$ cat src/rtl/tx_uart_ext_pkg.sv
// Shared UART definitions: FSM state codes, parity-mode codes, stop-bit codes.
package tx_uart_ext_pkg;

  typedef enum logic [2:0] {
    ST_IDLE   = 3'd0,
    ST_START  = 3'd1,
    ST_DATA   = 3'd2,
    ST_PARITY = 3'd3,
    ST_STOP   = 3'd4
  } state_e;

  localparam logic [1:0] PAR_NONE = 2'b00;
  localparam logic [1:0] PAR_EVEN = 2'b01;
  localparam logic [1:0] PAR_ODD  = 2'b10;

  localparam logic STOP_ONE = 1'b0;
  localparam logic STOP_TWO = 1'b1;

  // Mode 11 is treated as no parity.
  function automatic logic parity_enabled(input logic [1:0] mode);
    return (mode == PAR_EVEN) || (mode == PAR_ODD);
  endfunction

endpackage

$ cat src/rtl/tx_uart_ext_if.sv
// Host-side word handshake into the UART transmitter FIFO.
interface tx_uart_ext_if #(
  parameter int DATA_BITS = 8
);
  logic                 i_valid;
  logic                 o_ready;
  logic [DATA_BITS-1:0] i_data_in;

  modport master (output i_valid, output i_data_in, input o_ready);
  modport slave  (input i_valid, input i_data_in, output o_ready);
endinterface

$ cat src/rtl/tx_uart_ext_fifo.sv
// First-word-fall-through synchronous FIFO; dout always shows the head entry.
module uart_fifo #(
  parameter int WIDTH = 8,
  parameter int DEPTH = 4
) (
  input  logic                       i_clk,
  input  logic                       i_reset_n,
  input  logic                       push,
  input  logic                       pop,
  input  logic [WIDTH-1:0]           din,
  output logic [WIDTH-1:0]           dout,
  output logic [$clog2(DEPTH+1)-1:0] count,
  output logic                       full,
  output logic                       empty
);
  localparam int PTR_W = $clog2(DEPTH);
  localparam int CNT_W = $clog2(DEPTH+1);

  logic [WIDTH-1:0] mem_q [DEPTH];
  logic [PTR_W-1:0] wr_ptr_q, wr_ptr_d, rd_ptr_q, rd_ptr_d;
  logic [CNT_W-1:0] count_q, count_d;
  logic             do_push, do_pop;

  assign full    = (count_q == CNT_W'(DEPTH));
  assign empty   = (count_q == '0);
  assign do_push = push & ~full;
  assign do_pop  = pop & ~empty;
  assign count   = count_q;
  assign dout    = mem_q[rd_ptr_q];

  // Pointer and occupancy update; DEPTH is a power of two so pointers wrap naturally.
  always_comb begin
    wr_ptr_d = wr_ptr_q;
    rd_ptr_d = rd_ptr_q;
    count_d  = count_q;
    if (do_push) wr_ptr_d = wr_ptr_q + PTR_W'(1);
    if (do_pop)  rd_ptr_d = rd_ptr_q + PTR_W'(1);
    case ({do_push, do_pop})
      2'b10:   count_d = count_q + CNT_W'(1);
      2'b01:   count_d = count_q - CNT_W'(1);
      default: count_d = count_q;
    endcase
  end

  // Control state; reset flushes the FIFO.
  always_ff @(posedge i_clk or negedge i_reset_n) begin
    if (!i_reset_n) begin
      wr_ptr_q <= '0;
      rd_ptr_q <= '0;
      count_q  <= '0;
    end else begin
      wr_ptr_q <= wr_ptr_d;
      rd_ptr_q <= rd_ptr_d;
      count_q  <= count_d;
    end
  end

  // Storage array, written at the tail on accepted pushes.
  always_ff @(posedge i_clk) begin
    if (do_push) mem_q[wr_ptr_q] <= din;
  end

endmodule

$ cat src/rtl/tx_uart_ext.sv
// UART transmitter with input FIFO and per-frame data-bits/parity/stop format.
module tx_uart_ext
  import tx_uart_ext_pkg::*;
#(
  parameter int DATA_BITS  = 8,
  parameter int N_TICKS    = 16,
  parameter int FIFO_DEPTH = 4
) (
  input  logic                            i_clk,
  input  logic                            i_reset_n,
  input  logic                            i_ticks,
  tx_uart_ext_if.slave                    bus,
  input  logic [$clog2(DATA_BITS+1)-1:0]  i_data_bits,
  input  logic [1:0]                      i_parity_mode,
  input  logic                            i_stop_bits,
  output logic                            o_data_out,
  output logic                            o_tx_done,
  output logic                            o_busy,
  output logic [$clog2(FIFO_DEPTH+1)-1:0] o_fifo_count
);
  localparam int NB_W  = $clog2(DATA_BITS+1);
  localparam int CNT_W = $clog2(2*N_TICKS);
  localparam logic [CNT_W-1:0] LAST_ONE = CNT_W'(N_TICKS-1);
  localparam logic [CNT_W-1:0] LAST_TWO = CNT_W'(2*N_TICKS-1);

  state_e               state_q, state_d;
  logic [CNT_W-1:0]     cnt_q, cnt_d;
  logic [DATA_BITS-1:0] shift_q, shift_d;
  logic [NB_W-1:0]      bit_q, bit_d;
  logic [NB_W-1:0]      nbits_q, nbits_d;
  logic [1:0]           pmode_q, pmode_d;
  logic                 stop2_q, stop2_d;
  logic                 par_q, par_d;
  logic                 data_out_q, data_out_d;
  logic                 done_q, done_d;
  logic                 busy_q, busy_d;

  logic                 fifo_pop, fifo_full, fifo_empty, load;
  logic [DATA_BITS-1:0] fifo_dout;
  logic [CNT_W-1:0]     bit_last;
  logic                 bit_end;

  // Out-of-range widths fall back to the full word.
  function automatic logic [NB_W-1:0] clamp_bits(input logic [NB_W-1:0] req);
    if (req < NB_W'(5) || req > NB_W'(DATA_BITS)) return NB_W'(DATA_BITS);
    return req;
  endfunction

  uart_fifo #(.WIDTH(DATA_BITS), .DEPTH(FIFO_DEPTH)) u_fifo (
    .i_clk     (i_clk),
    .i_reset_n (i_reset_n),
    .push      (bus.i_valid),
    .pop       (fifo_pop),
    .din       (bus.i_data_in),
    .dout      (fifo_dout),
    .count     (o_fifo_count),
    .full      (fifo_full),
    .empty     (fifo_empty)
  );

  assign bus.o_ready = ~fifo_full;
  assign o_data_out  = data_out_q;
  assign o_tx_done   = done_q;
  assign o_busy      = busy_q;

  // Next-state logic: bit timing, shifting, parity accumulation and line value.
  always_comb begin
    state_d  = state_q;
    cnt_d    = cnt_q;
    shift_d  = shift_q;
    bit_d    = bit_q;
    nbits_d  = nbits_q;
    pmode_d  = pmode_q;
    stop2_d  = stop2_q;
    par_d    = par_q;
    done_d   = 1'b0;
    load     = 1'b0;
    fifo_pop = 1'b0;

    bit_last = (state_q == ST_STOP && stop2_q == STOP_TWO) ? LAST_TWO : LAST_ONE;
    bit_end  = i_ticks && (cnt_q == bit_last);
    if (state_q != ST_IDLE && i_ticks) cnt_d = bit_end ? '0 : cnt_q + CNT_W'(1);

    case (state_q)
      ST_IDLE:   if (!fifo_empty) load = 1'b1;
      ST_START:  if (bit_end) state_d = ST_DATA;
      ST_DATA: begin
        if (bit_end) begin
          par_d   = par_q ^ shift_q[0];
          shift_d = shift_q >> 1;
          if (bit_q == nbits_q - 1'b1) begin
            bit_d   = '0;
            state_d = parity_enabled(pmode_q) ? ST_PARITY : ST_STOP;
          end else begin
            bit_d = bit_q + 1'b1;
          end
        end
      end
      ST_PARITY: if (bit_end) state_d = ST_STOP;
      ST_STOP: begin
        if (bit_end) begin
          done_d  = 1'b1;
          state_d = ST_IDLE;
          if (!fifo_empty) load = 1'b1;
        end
      end
      default:   state_d = ST_IDLE;
    endcase

    if (load) begin
      fifo_pop = 1'b1;
      shift_d  = fifo_dout;
      nbits_d  = clamp_bits(i_data_bits);
      pmode_d  = i_parity_mode;
      stop2_d  = i_stop_bits;
      par_d    = 1'b0;
      bit_d    = '0;
      cnt_d    = '0;
      state_d  = ST_START;
    end

    case (state_d)
      ST_START:  data_out_d = 1'b0;
      ST_DATA:   data_out_d = shift_d[0];
      ST_PARITY: data_out_d = par_d ^ (pmode_d == PAR_ODD);
      default:   data_out_d = 1'b1;
    endcase
    busy_d = (state_d != ST_IDLE);
  end

  // State and registered outputs; reset abandons any frame in progress.
  always_ff @(posedge i_clk or negedge i_reset_n) begin
    if (!i_reset_n) begin
      state_q    <= ST_IDLE;
      cnt_q      <= '0;
      shift_q    <= '0;
      bit_q      <= '0;
      nbits_q    <= NB_W'(DATA_BITS);
      pmode_q    <= PAR_NONE;
      stop2_q    <= STOP_ONE;
      par_q      <= 1'b0;
      data_out_q <= 1'b1;
      done_q     <= 1'b0;
      busy_q     <= 1'b0;
    end else begin
      state_q    <= state_d;
      cnt_q      <= cnt_d;
      shift_q    <= shift_d;
      bit_q      <= bit_d;
      nbits_q    <= nbits_d;
      pmode_q    <= pmode_d;
      stop2_q    <= stop2_d;
      par_q      <= par_d;
      data_out_q <= data_out_d;
      done_q     <= done_d;
      busy_q     <= busy_d;
    end
  end

endmodule

$ cat src/flat_wrapper.sv
// flat-port wrapper written by rule: the top's interface ports become plain ports
module tx_uart_ext_flat import tx_uart_ext_pkg::*;
#(
  parameter int DATA_BITS  = 8,
  parameter int N_TICKS    = 16,
  parameter int FIFO_DEPTH = 4
)
  (i_clk, i_reset_n, i_ticks, i_data_bits, i_parity_mode, i_stop_bits, o_data_out, o_tx_done, o_busy, o_fifo_count, bus_i_valid, bus_i_data_in, bus_o_ready);
  tx_uart_ext_if #(.DATA_BITS(DATA_BITS)) bus_i ();
  input  logic i_clk;
  input  logic i_reset_n;
  input  logic i_ticks;
  input  logic [$clog2(DATA_BITS+1)-1:0] i_data_bits;
  input  logic [1:0] i_parity_mode;
  input  logic i_stop_bits;
  output logic o_data_out;
  output logic o_tx_done;
  output logic o_busy;
  output logic [$clog2(FIFO_DEPTH+1)-1:0] o_fifo_count;
  input wire logic [$bits(bus_i.i_valid)-1:0] bus_i_valid;
  input wire logic [$bits(bus_i.i_data_in)-1:0] bus_i_data_in;
  output wire logic [$bits(bus_i.o_ready)-1:0] bus_o_ready;
  assign bus_i.i_valid = bus_i_valid;
  assign bus_i.i_data_in = bus_i_data_in;
  assign bus_o_ready = bus_i.o_ready;
  tx_uart_ext #(.DATA_BITS(DATA_BITS), .N_TICKS(N_TICKS), .FIFO_DEPTH(FIFO_DEPTH)) u_core (.i_clk(i_clk), .i_reset_n(i_reset_n), .i_ticks(i_ticks), .bus(bus_i), .i_data_bits(i_data_bits), .i_parity_mode(i_parity_mode), .i_stop_bits(i_stop_bits), .o_data_out(o_data_out), .o_tx_done(o_tx_done), .o_busy(o_busy), .o_fifo_count(o_fifo_count));
endmodule
$ cat config.mk
export PLATFORM = sky130hd
export DESIGN_NAME = tx_uart_ext_flat
export DESIGN_NICKNAME = d
export VERILOG_FILES = /design/src/rtl/tx_uart_ext_pkg.sv /design/src/rtl/tx_uart_ext_if.sv /design/src/rtl/tx_uart_ext_fifo.sv /design/src/rtl/tx_uart_ext.sv /design/src/flat_wrapper.sv
export SDC_FILE = /design/constraint.sdc
export NUM_CORES = 1
export LEC_CHECK = 0
export CORE_ASPECT_RATIO = 0.8
export CORE_MARGIN = 2
export CORE_UTILIZATION = 40
export DETAILED_ROUTE_END_ITERATION = 8
export HOLD_SLACK_MARGIN = 0.12
export MAX_ROUTING_LAYER = met4
export PLACE_DENSITY = 0.55
export RECOVER_POWER = 100
export SLEW_MARGIN = 20
export SYNTH_ARGS = -nofsm -noshare
export SYNTH_HDL_FRONTEND = slang
export SYNTH_SLANG_ARGS = --single-unit
$ cat constraint.sdc
create_clock -name i_clk -period 3.2 [get_ports i_clk]
set_clock_uncertainty 0.15 [all_clocks]
set_input_delay 0.48 -clock i_clk [delete_from_list [all_inputs] [get_ports i_clk]]
set_output_delay 0.48 -clock i_clk [all_outputs]
set_load 0.01 [all_outputs]
==> flow_summary.yaml, run 1 <==
clock_network:
  clk_pin_slew_ps: 80
  cts_buffers: 9
  cts.hold.buffers_added: 1
  clock_path_buffers: 2
  cts_max_level: 3
  clock_sinks: 70
  ctsResizeCount: 0
  clk_latency_ps: 350
  cts_tree: "yes"
  clock_tree.root_cell: "clkbuf_8"
  post_cts_buffers: 0
grt:
  grt_util_all_layers_pct: 15.6
  grt_pass1_wl_um: 10100
  grt_pass1_vias: 1986
  antenna_found_initial: 0
  grt_max_degree: 39
  globalRouteOverflowTotal: 0
route:
  wl_um: 5880
  wl_per_cell_um: 14.9
  drt-vias-per-instance: 4.97
  drtPass1Iterations: 4
  drtAntennaViolNets: 0
  drc: 0
  num_vias: 1959
  drt_first_iter_violations: 99
power_and_ir_drop:
  p_leak_nw: 1.47
  p_per_area_nw_per_um2: 829
  vdd_ir_drop_max_v: 0.000439
die:
  die_area_um2: 8790
  dieHeight_um: 84.3
  die_x_um: 104
  fp.coreArea_um2: 7870
  num_io_pins: 26
  start_util_pct: 40.9
  rows: 29
synth:
  synth_commonest_cells: "dfrtp_1 (36), edfxtp_1 (32), nand2_1 (27)"
  synthesis.area_um2: 3220
  synthArstFlopShare_pct: 54.3
  synth_most_common_cell: "dfrtp_1"
  synthCells: 252
  synth_fp_nets: 280
  synth_edf_count: 32
  ys_seq_elements: 70
  postSynthAreaPerCell_um2: 12.8
  synth_top_cell_by_area: "edfxtp_1"
  yosysSeqAreaShare_pct: 59.4
  ys_types: 50
  synth_ff_type: "dfrtp_1"
  yosysTopAreaCellShare_pct: 29.8
  synth_area_leaders: "edfxtp_1 (30%), dfrtp_1 (28%), mux4_2 (5.6%)"
  ys_warn_count: 0
sta:
  tightestPinTransition_ps: 878
  hold_viol: 0
  max-slew-margin-rel_pct: 41.5
  setup_viol: 0
  fin_crit_ps: 2610
  rsz0062_at_grt: "false"
  tns_ps: 0
  fmax_ghz: 0.384
  worst_slack_ps: 594
  finalCritPeriodShare_pct: 81.4
  slew_viol_final: 0
layout:
  fillers: 720
  final_core_util_pct: 48.0
  drive_gt1_share_pct: 12.2
  final_nets: 309
  syn2layout_area_growth_pct: 17.2
  antenna_cells: 0
critical_path:
  max_stage_delay_ps: 400
  cpMaxStageDelayCell: "dfrtp_1"
  worst-setup-path-type: "reg2reg"
  crit_path_cell_trace: "ha_1 -> and4_1 -> nand2_1 -> a21oi_1 -> ha_1 -> inv_1 -> fa_1 -> xor2_1 -> nor2_1 -> xor2_1"
  cp.arrival_ps: 2730
  crit_path_end_kind: "flip-flop"
  required_ps: 3330
  critPathMaxFanout: 8
  start_kind: "flip-flop"
hold_path:
  hold_path.class: "reg2reg"
placement:
  hpwl_um: 4120
  io_buffers: 25
  pre_cts_slack_ps: 230
  routabilityCongestion: 0.765
job:
  drv_cap: 0
outcome:
  status: "complete, no violations"
power breakdown:
part	leakage, nW	internal [W]	switching [W]
Sequential	0.762	0.00122	0.000229
Clock	0.108	0.000449	0.000359
Combinational	0.597	0.000446	0.000431
area by class of cell:
class                   instances  area [um2]  area share (%)
well taps                     108         135            3.58
repair buffers                 27         263            6.96
clock inverters                 7         104            2.75
inverters                      13        48.8            1.29
flip-flops and latches         70        1910            50.7
multi-input cells             160        1190            31.4
clock buffers                   9         124            3.28
stage by stage:
step                cell area [um2]  hold slack (ps)  cells  power [W]
finish                         3780              323    394    0.00313
global route                   3780              355    394    0.00336
CTS                            3800              328    394    0.00321
detailed placement             3560              309    377    0.00239
global placement               3560              300    377    0.00237
floorplan                      3220             34.4    252    0.00209
flip-flops by register name, summed over array words and instances (netlist names):
name                    cells
u_core.u_fifo.count         3
u_core.bit_q                4
u_core.shift_q              8
u_core.u_fifo.rd_ptr_q      2
u_core.state_q              3
u_core.nbits_q              4
u_core.cnt_q                5
u_core.u_fifo.mem_q        32
u_core.pmode_q              2
u_core.stop2_q              1
u_core.par_q                1
u_core.o_busy               1
u_core.o_tx_done            1
u_core.o_data_out           1
u_core.u_fifo.wr_ptr_q      2
final timing paths:
kind	from	to	slack (ps)	cells after the start
min reg2reg	u_core.shift_q[6]	u_core.shift_q[6]	320	2
max in group asynchronous	i_reset_n	u_core.o_tx_done	1700	2
min	u_core.shift_q[6]	u_core.shift_q[6]	320	2
min in group asynchronous	i_reset_n	u_core.shift_q[3]	630	2
max	u_core.cnt_q[0]	u_core.u_fifo.count[2]	590	10
max reg2reg	u_core.cnt_q[0]	u_core.u_fifo.count[2]	590	10
cells by family (layout without fill, tap and decap cells):
| group | after synthesis | after routing | share of synthesized area [%] |
|---|---|---|---|
| multiplexers | 15 | 15 | 7.85 |
| XOR/XNOR | 17 | 17 | 5.09 |
| AO/OA/AOI/OAI | 38 | 38 | 8.04 |
| adder cells (fa/ha/maj) | 9 | 9 | 3.73 |
| buffers and inverters | 22 | 56 | 2.95 |
| AND/OR/NAND/NOR | 81 | 81 | 12.9 |
| flip-flops | 70 | 70 | 59.4 |
layout by cell type (no fill, tap or decap), types with 2 or more instances in the layout:
| cell type | instances |
|---|---|
| a21oi_1 | 9 |
| a22oi_1 | 6 |
| a31o_2 | 2 |
| and3_1 | 5 |
| bufinv_16 | 2 |
| clkbuf_8 | 9 |
| clkdlybuf4s50_1 | 9 |
| clkinvlp_4 | 2 |
| dfrtp_1 | 36 |
| dfstp_2 | 2 |
| dlygate4sd3_1 | 16 |
| edfxtp_1 | 32 |
| ha_1 | 8 |
| inv_1 | 12 |
| inv_6 | 2 |
| mux2_2 | 2 |
| mux2i_1 | 5 |
| mux4_2 | 8 |
| nand2_1 | 27 |
| nand2b_1 | 2 |
| nand3_1 | 8 |
| nand4_1 | 3 |
| nor2_1 | 13 |
| nor2b_1 | 5 |
| nor3_1 | 5 |
| nor3b_1 | 2 |
| o21a_1 | 3 |
| o21ai_0 | 9 |
| o22ai_1 | 2 |
| or3_1 | 2 |
| xnor2_1 | 10 |
| xor2_1 | 6 |
critical path, delay by kind of cell (launching register included):
kind / cells / cell delay [ps]
AOI/OAI and AO/OA: 1 / 220
xor gates and xnor gates: 2 / 310
adders and majority gates: 3 / 850
buffers and inverters: 1 / 60
DFF: 1 / 400
and+or+nand+nor: 3 / 550
metal layers:
layer	vias to the layer above	routed length, um	share of wire (%)	GRT usage [%]
li1	969	-	-	-
met1	940	3000	51	20.8
met2	42	2540	43	22.0
met3	8	249	4.2	4.66
met4	0	99	1.7	7.00
met5	-	0	0	-
(Power assumes the default switching activity.)
==> run 2, diff against run 1 <==
- PLACE_DENSITY: 0.55 -> 0.58
- clock period: 3.2 -> 2.24 ns (I/O delays scaled with it)
==> run 2 against run 1 <==
Critical path type unchanged. Maximum frequency rose by 20%. Register-to-register slack got worse by 520 ps. Routed wire length rose by 2.3%. Critical path depth did not move. Via count rose by 5.1%. Utilization rose by 2.5 points. Setup slack got worse by 520 ps. Design area rose by 5.3%. Sequential share of layout area fell by 2.5 points. Non-clock buffer count rose by 23.
==> flow_summary.yaml, run 2 (same netlist as run 1, synthesis figures left out) <==
outcome:
  status: "complete, no violations"
layout:
  regMostFlops: "u_core.u_fifo.mem_q"
  ff_latch_area_um2: 1910
  fillers: 722
  final_nets: 332
  antenna_cells: 0
  largest_reg_flops: 32
  layout_commonest_cell: "dfrtp_1"
  drive_gt1_share_pct: 21.4
  mostFrequentLayoutCells: "dfrtp_1 (36), edfxtp_1 (32), nand2_1 (26)"
  syn2layout_area_growth_pct: 23.4
  final_core_util_pct: 50.5
  reg.largest.list: "u_core.u_fifo.mem_q: 32 flops, u_core.shift_q: 8 flops, u_core.cnt_q: 5 flops"
  design_area_um2: 3980
  multi_input_area_um2: 1250
route:
  wl_per_cell_um: 14.4
  drt-vias-per-instance: 4.94
  drtAntennaViolNets: 0
  wl_um: 6020
  num_vias: 2058
  drc: 0
  drt_first_iter_violations: 90
  drtPass1Iterations: 4
die:
  start_util_pct: 40.9
  die_x_um: 104
  dieHeight_um: 84.3
  num_io_pins: 26
  rows: 29
  die_area_um2: 8790
  fp.coreArea_um2: 7870
placement:
  io_buffers: 25
  routabilityCongestion: 0.784
  place_area_um2: 3750
  hpwl_um: 4390
grt:
  grt_max_degree: 25
  globalRouteOverflowTotal: 0
  antenna_found_initial: 0
  grt_pass1_wl_um: 10300
  grt_pass1_vias: 2098
  grt_util_all_layers_pct: 15.8
sta:
  tightestPinTransition_ps: 1380
  setup_viol: 0
  finalCritPeriodShare_pct: 96.7
  fin_crit_ps: 2170
  slew_viol_final: 0
  fmax_ghz: 0.462
  max-slew-margin-rel_pct: 8.30
  hold_viol: 0
clock_network:
  clk_pin_slew_ps: 80
  cts_tree: "yes"
  clock_tree.root_cell: "clkbuf_8"
  cts_max_level: 3
  cts_buffers: 9
  clock_path_buffers: 2
  clock_sinks: 70
  clk_latency_ps: 350
critical_path:
  worst-setup-path-type: "reg2reg"
  start_kind: "flip-flop"
  crit_path_end_kind: "flip-flop"
  required_ps: 2370
  critPathMaxFanout: 4
  cp.arrival_ps: 2290
power_and_ir_drop:
  p_int_w: 0.00306
  switching_share_pct: 33.5
  p_per_area_nw_per_um2: 1160
  pwr-share-seq_pct: 43.4
  vdd_ir_drop_max_v: 0.000486
  p_switching_w: 0.00154
  pwr-share-clk_pct: 22.7
  p_leak_nw: 1.57
  power_w: 0.00459
  combinationalPowerShare_pct: 33.9
job:
  drv_cap: 0
hold_path:
  hold_path.class: "reg2reg"
## run 2: cell types whose count changed in the layout (fill, tap and decap cells not counted), sizes merged
| cell | before | now |
|---|---|---|
| buf | 2 | 21 |
| bufinv | 2 | 1 |
| dlygate4sd3 | 16 | 15 |
| clkdlybuf4s50 | 9 | 10 |
| clkbuf | 9 | 13 |
| inv | 15 | 16 |
## run 2: power groups by stage
stage / Combinational, W / Clock [W] / Sequential [W]
6_report: 0.00156 / 0.00104 / 0.00199
5_1_grt: 0.00175 / 0.00113 / 0.00204
4_1_cts: 0.00158 / 0.00107 / 0.00200
3_5_place_dp: 0.00158 / 0 / 0.00202
3_3_place_gp: 0.00155 / 0 / 0.00201
2_1_floorplan: 0.00108 / 0 / 0.00195
## run 2: metrics by stage
step / std cells / setup TNS [ps] / hold slack [ps] / setup WS, ps
6_report: 417 / 0 / 322 / 74.8
5_1_grt: 417 / -0.826 / 367 / -0.826
4_1_cts: 416 / 0 / 324 / 6.41
3_5_place_dp: 399 / -800 / 223 / -214
3_3_place_gp: 399 / -575 / 206 / -199
2_1_floorplan: 252 / -252 / -110 / -182
## run 2: critical path, stage by stage, from the launching register on
cell and delay (ps):
dfrtp_1 390, ha_4 170, and4_4 240, nand2_4 50
a21oi_4 160, ha_4 150, inv_2 30, fa_2 320
xor2_1 140, nor2_1 120, xor2_1 150
## run 2: area by class of cell
class	count	area share, %
timing repair buffer	50	10.7
inverter	13	1.23
multi-input combinational	160	31.4
clock inverter	7	2.01
tap	108	3.40
sequential	70	48.2
clock buffer	9	3.12
## run 2: repair_timing
action,in CTS,in global routing
resized for setup,1,1
setup endpoints to repair,1,3
pin swaps,0,2
hold endpoints to repair,22,0
buffers inserted,0,1
hold buffers,1,0
## run 2: routing by layer
| layer | up-vias | GRT usage [%] | wire [um] |
|---|---|---|---|
| met5 | - | - | 0 |
| met4 | 0 | 4.79 | 93 |
| met3 | 11 | 5.82 | 230 |
| met2 | 30 | 23.5 | 2660 |
| met1 | 1006 | 20.3 | 3040 |
| li1 | 1011 | - | - |
## run 2: worst paths after layout
| check | start | endpoint | slack [ps] | depth (start not counted) |
|---|---|---|---|---|
| min in group asynchronous | i_reset_n | u_core.par_q | 680 | 2 |
| hold reg to reg | u_core.shift_q[5] | u_core.shift_q[5] | 320 | 2 |
| hold / removal | u_core.shift_q[5] | u_core.shift_q[5] | 320 | 2 |
| setup / recovery | u_core.cnt_q[1] | u_core.u_fifo.count[2] | 70 | 10 |
| setup reg to reg | u_core.cnt_q[1] | u_core.u_fifo.count[2] | 70 | 10 |
| max in group asynchronous | i_reset_n | u_core.o_data_out | 320 | 3 |
